$ cat src/rtl/serv_ibus_prefetch.sv
// Single-entry sequential instruction prefetch buffer for the SERV ibus.
// Prefetching is compiled in only when SERV_IBUS_PREFETCH_EN is defined.
module serv_ibus_prefetch (
    input  logic        i_clk,
    input  logic        i_rst,
    input  logic [31:0] i_cpu_adr,
    input  logic        i_cpu_cyc,
    output logic [31:0] o_cpu_rdt,
    output logic        o_cpu_ack,
    input  logic        i_flush,
    output logic [31:0] o_wb_adr,
    output logic        o_wb_cyc,
    input  logic [31:0] i_wb_rdt,
    input  logic        i_wb_ack,
    output logic        o_hit
);

    typedef enum logic [1:0] {
        IDLE,
        DEMAND,
        PREFETCH,
        DRAIN
    } state_t;

    state_t      state;
    logic [29:0] adr;
    logic [29:0] req_adr;
    logic        req;

    assign req_adr  = i_cpu_adr[31:2];
    // A request still visible during its own ack cycle is stale.
    assign req      = i_cpu_cyc & ~o_cpu_ack;
    assign o_wb_adr = {adr, 2'b00};

`ifdef SERV_IBUS_PREFETCH_EN
    logic [29:0] tag;
    logic [31:0] data;
    logic        valid;
    logic        killed;
    logic        kill;
    logic        unused;

    assign kill   = killed | i_flush;
    assign unused = &{1'b0, i_cpu_adr[1:0]};
`else
    logic        unused;

    assign o_hit  = 1'b0;
    assign unused = &{1'b0, i_cpu_adr[1:0], i_flush};
`endif

    always_ff @(posedge i_clk) begin
        if (i_rst) begin
            state     <= IDLE;
            adr       <= '0;
            o_wb_cyc  <= 1'b0;
            o_cpu_ack <= 1'b0;
            o_cpu_rdt <= '0;
`ifdef SERV_IBUS_PREFETCH_EN
            o_hit     <= 1'b0;
            tag       <= '0;
            data      <= '0;
            valid     <= 1'b0;
            killed    <= 1'b0;
`endif
        end else begin
            o_cpu_ack <= 1'b0;
`ifdef SERV_IBUS_PREFETCH_EN
            o_hit     <= 1'b0;
            if (i_flush)
                valid <= 1'b0;
`endif
            unique case (state)
                IDLE: begin
                    if (req) begin
`ifdef SERV_IBUS_PREFETCH_EN
                        valid <= 1'b0;
                        if (valid && !i_flush && tag == req_adr) begin
                            o_cpu_ack <= 1'b1;
                            o_hit     <= 1'b1;
                            o_cpu_rdt <= data;
                            adr       <= tag + 30'd1;
                            o_wb_cyc  <= 1'b1;
                            killed    <= 1'b0;
                            state     <= PREFETCH;
                        end else begin
                            adr      <= req_adr;
                            o_wb_cyc <= 1'b1;
                            state    <= DEMAND;
                        end
`else
                        adr      <= req_adr;
                        o_wb_cyc <= 1'b1;
                        state    <= DEMAND;
`endif
                    end
                end
                DEMAND: begin
                    if (!o_wb_cyc) begin
                        o_wb_cyc <= 1'b1;
                    end else if (i_wb_ack) begin
                        o_wb_cyc  <= 1'b0;
                        o_cpu_ack <= 1'b1;
                        o_cpu_rdt <= i_wb_rdt;
`ifdef SERV_IBUS_PREFETCH_EN
                        adr       <= adr + 30'd1;
                        killed    <= 1'b0;
                        state     <= PREFETCH;
`else
                        state     <= IDLE;
`endif
                    end
                end
`ifdef SERV_IBUS_PREFETCH_EN
                PREFETCH: begin
                    if (i_flush)
                        killed <= 1'b1;
                    if (!o_wb_cyc) begin
                        o_wb_cyc <= 1'b1;
                    end else if (i_wb_ack) begin
                        o_wb_cyc <= 1'b0;
                        if (req && req_adr == adr && !kill) begin
                            o_cpu_ack <= 1'b1;
                            o_cpu_rdt <= i_wb_rdt;
                            adr       <= adr + 30'd1;
                            killed    <= 1'b0;
                        end else if (req) begin
                            // Wrong or flushed word: drop it, refetch demand.
                            adr   <= req_adr;
                            state <= DEMAND;
                        end else begin
                            state <= IDLE;
                            if (!kill) begin
                                tag   <= adr;
                                data  <= i_wb_rdt;
                                valid <= 1'b1;
                            end
                        end
                    end
                end
`endif
                default: begin
                    o_wb_cyc <= 1'b0;
                    state    <= IDLE;
                end
            endcase
        end
    end

endmodule
$ cat config.mk
export PLATFORM = sky130hd
export DESIGN_NAME = serv_ibus_prefetch
export DESIGN_NICKNAME = d
export VERILOG_FILES = /design/src/rtl/serv_ibus_prefetch.sv
export SDC_FILE = /design/constraint.sdc
export NUM_CORES = 1
export LEC_CHECK = 0
export BUFFER_PORTS_ARGS = -buffer_cell sky130_fd_sc_hd__buf_4
export CORE_ASPECT_RATIO = 0.5
export CORE_MARGIN = 2
export CORE_UTILIZATION = 50
export CTS_CLUSTER_DIAMETER = 150
export DETAILED_ROUTE_END_ITERATION = 10
export PLACE_DENSITY = 0.9
export SLEW_MARGIN = 30
export SYNTH_ARGS = -nofsm -noshare
export SYNTH_HDL_FRONTEND = slang
export SYNTH_SLANG_ARGS = --single-unit
$ cat constraint.sdc
create_clock -name i_clk -period 2.7 [get_ports i_clk]
set_clock_uncertainty 0.2 [all_clocks]
set_input_delay 0.135 -clock i_clk [delete_from_list [all_inputs] [get_ports i_clk]]
set_output_delay 0.135 -clock i_clk [all_outputs]
set_load 0.05 [all_outputs]
==> flow_summary.ini <==
[status]
outcome = finished clean

[synth]
synth_area_per_cell_um2 = 10.3
syn_area_um2 = 2910
synth.distinct_cells = 14
ys_warn_count = 0
syn_inst = 283
yosysSeqAreaShare_pct = 44.7
ys_ff_latch = 65

[min_path]
worstHoldPathCells = 3
hold_end = state[0]
hp-class = primary input to register
hold_start = i_cpu_cyc

[detailed_routing]
vias = 2591
firstDrtPassIters = 4
drcViolationCount = 0
first_iter_violations = 121
antenna_left = 0
wirelength_um = 8450
via_per_inst = 4.76
wl_per_cell_um = 15.5

[final_layout]
final_common_cell = buf_4
n_antenna_cell = 0
stdcell_area_um2 = 4790
area_growth_syn_to_layout_pct = 64.4
final_cell_mix = buf_4 (131), nand2b_1 (124), dfxtp_1 (65), dlygate4sd3_1 (63), mux2i_1 (62)
layout-drive-gt1-share_pct = 31.4
fillers = 277
num-nets-final = 536

[worst_setup_path]
cp_num_buf_inv = 1
cp.required_ps = 2720
crit_slowest_cell = and3_2
setup.worst_path.end_class = register
critical_path_class = register to register
reg2reg_depth = 3
critPathMaxFanout = 20
arrival_ps = 1870
cp_top_family = simple AND/OR/NAND/NOR gates
reg2reg_to = o_cpu_rdt[26]
timing.rr.start = state[0]
r2r_slack_ps = 850
slowest_delay_ps = 550
cp-start-kind = register
crit_chain = and3_2 -> buf_12 -> mux2i_1

[power]
irDropWorstVdd_uv = 496
total_power_mw = 2.74
power_density_nw_per_um2 = 573
p_leak_nw = 2.09

[timing]
hold_viol = 0
finalCriticalPeriod_ps = 1850
rsz0062_at_grt = no
slew_violations = 0
finalSetupTns_ps = 0
tightest_slew_ps = 814
relSlewSlack_pct = 45.8
period_share_pct = 68.4
finalSetupViolCount = 0
fmax_ghz = 0.542
hold_ws_ps = 69.5

[clocking]
clock-sinks = 65
htree_levels = 3
clock_path_buffers = 2
cts_tree = built
cts_resized = 0
cts_buffers = 9
insertion_delay_ps = 320
clock-root-buffer = clkbuf_16
clk_pin_slew_ps = 50

[placed_design]
globalplace.congestion = 0.737
dpl_cell_area_um2 = 3860
dp_hpwl_um = 4460
place.port_buffers = 129

[global_routing]
grtUsageTotal_pct = 26.8
grt_pass1_wl_um = 13700
antenna_found_initial = 0
overflow = 0
grt_pass1_vias = 2763
grt_max_degree = 127

[floorplan]
coreArea_um2 = 5560
io_pins = 136
fp.dieH_um = 58.0
rows = 19
die_area_um2 = 6490
die_x_um = 112
initial_core_util_pct = 52.4

[flow_run]
drv_cap = 0
state kept, by name, summed over array words and instances, names as in the netlist:
name       count
o_cpu_ack      1
o_cpu_rdt     32
adr           30
state          1
o_wb_cyc       1
synth_stat cells:
library cell    n  area, µm²
a31oi_1         1       6.26
and3_1          1       6.26
buf_2           1       5.00
buf_4           4       30.0
buf_6           7       78.8
clkbuf_1       12       45.0
conb_1          1       3.75
dfxtp_1        65       1300
mux2i_1        62        621
nand2b_1      124        776
nor2b_1         2       12.5
nor3b_2         1       12.5
o21a_1          1       7.51
o31a_1          1       8.76
where the power goes:
| part | internal (mW) | switching, mW |
|---|---|---|
| combinational | 0.257 | 0.298 |
| clock | 0.756 | 0.396 |
| sequential | 1.01 | 0.0297 |
| total | 2.02 | 0.724 |
what timing repair did:
item | CTS | global route
hold endpoints to repair | 64 | 0
setup buffers | 0 | 0
hold buffers | 63 | 0
setup endpoints to repair | 0 | 0
cell families (layout without fill, tap and decap cells):
family | Yosys count | count (layout) | synth area share [%]
compound gates | 3 | 3 | 0.773
other cells | 1 | 3 | 0.129
simple gates | 128 | 128 | 27.7
buf+inv | 24 | 210 | 5.45
mux | 62 | 62 | 21.3
flops | 65 | 65 | 44.7
cell type report:
type / count / area, µm² / area share [%]
clock buffer: 12 / 256 / 5.35
timing repair buffer: 195 / 1630 / 34.1
tap: 73 / 91.3 / 1.91
sequential: 65 / 1300 / 27.2
multi-input combinational: 196 / 1470 / 30.7
clock inverter: 3 / 40.0 / 0.836
worst max path at each step:
stage          startpoint            end  cells after the start
4_1_cts          state[0]   o_cpu_rdt[8]                      3
5_1_grt          state[0]  o_cpu_rdt[26]                      3
3_3_place_gp     state[0]   o_cpu_rdt[3]                      3
6_report         state[0]  o_cpu_rdt[26]                      3
3_5_place_dp     state[0]  o_cpu_rdt[14]                      3
2_1_floorplan    o_wb_cyc   o_cpu_rdt[0]                      4
metrics by stage:
step / std cells / setup WS (ps) / utilization, %
6_report: 544 / 854 / 86.1
5_1_grt: 544 / 825 / 86.1
4_1_cts: 544 / 968 / 86.1
3_5_place_dp: 466 / 1010 / 69.5
3_3_place_gp: 466 / 1090 / 69.5
2_1_floorplan: 285 / 1100 / -
worst register-to-register path, stage by stage (launching register included):
cell	delay, ps
dfxtp_1	470
and3_2	550
buf_12	260
mux2i_1	280
layer usage:
metal / track usage, % / up-vias / part of all wire, %
met5: 0 / - / 0
met4: 10.3 / 0 / 2.5
met3: 6.49 / 22 / 3.9
met2: 51.3 / 73 / 53
met1: 29.4 / 1226 / 40
li1: - / 1270 / -
No activity file was read; power rests on OpenSTA's default activity.
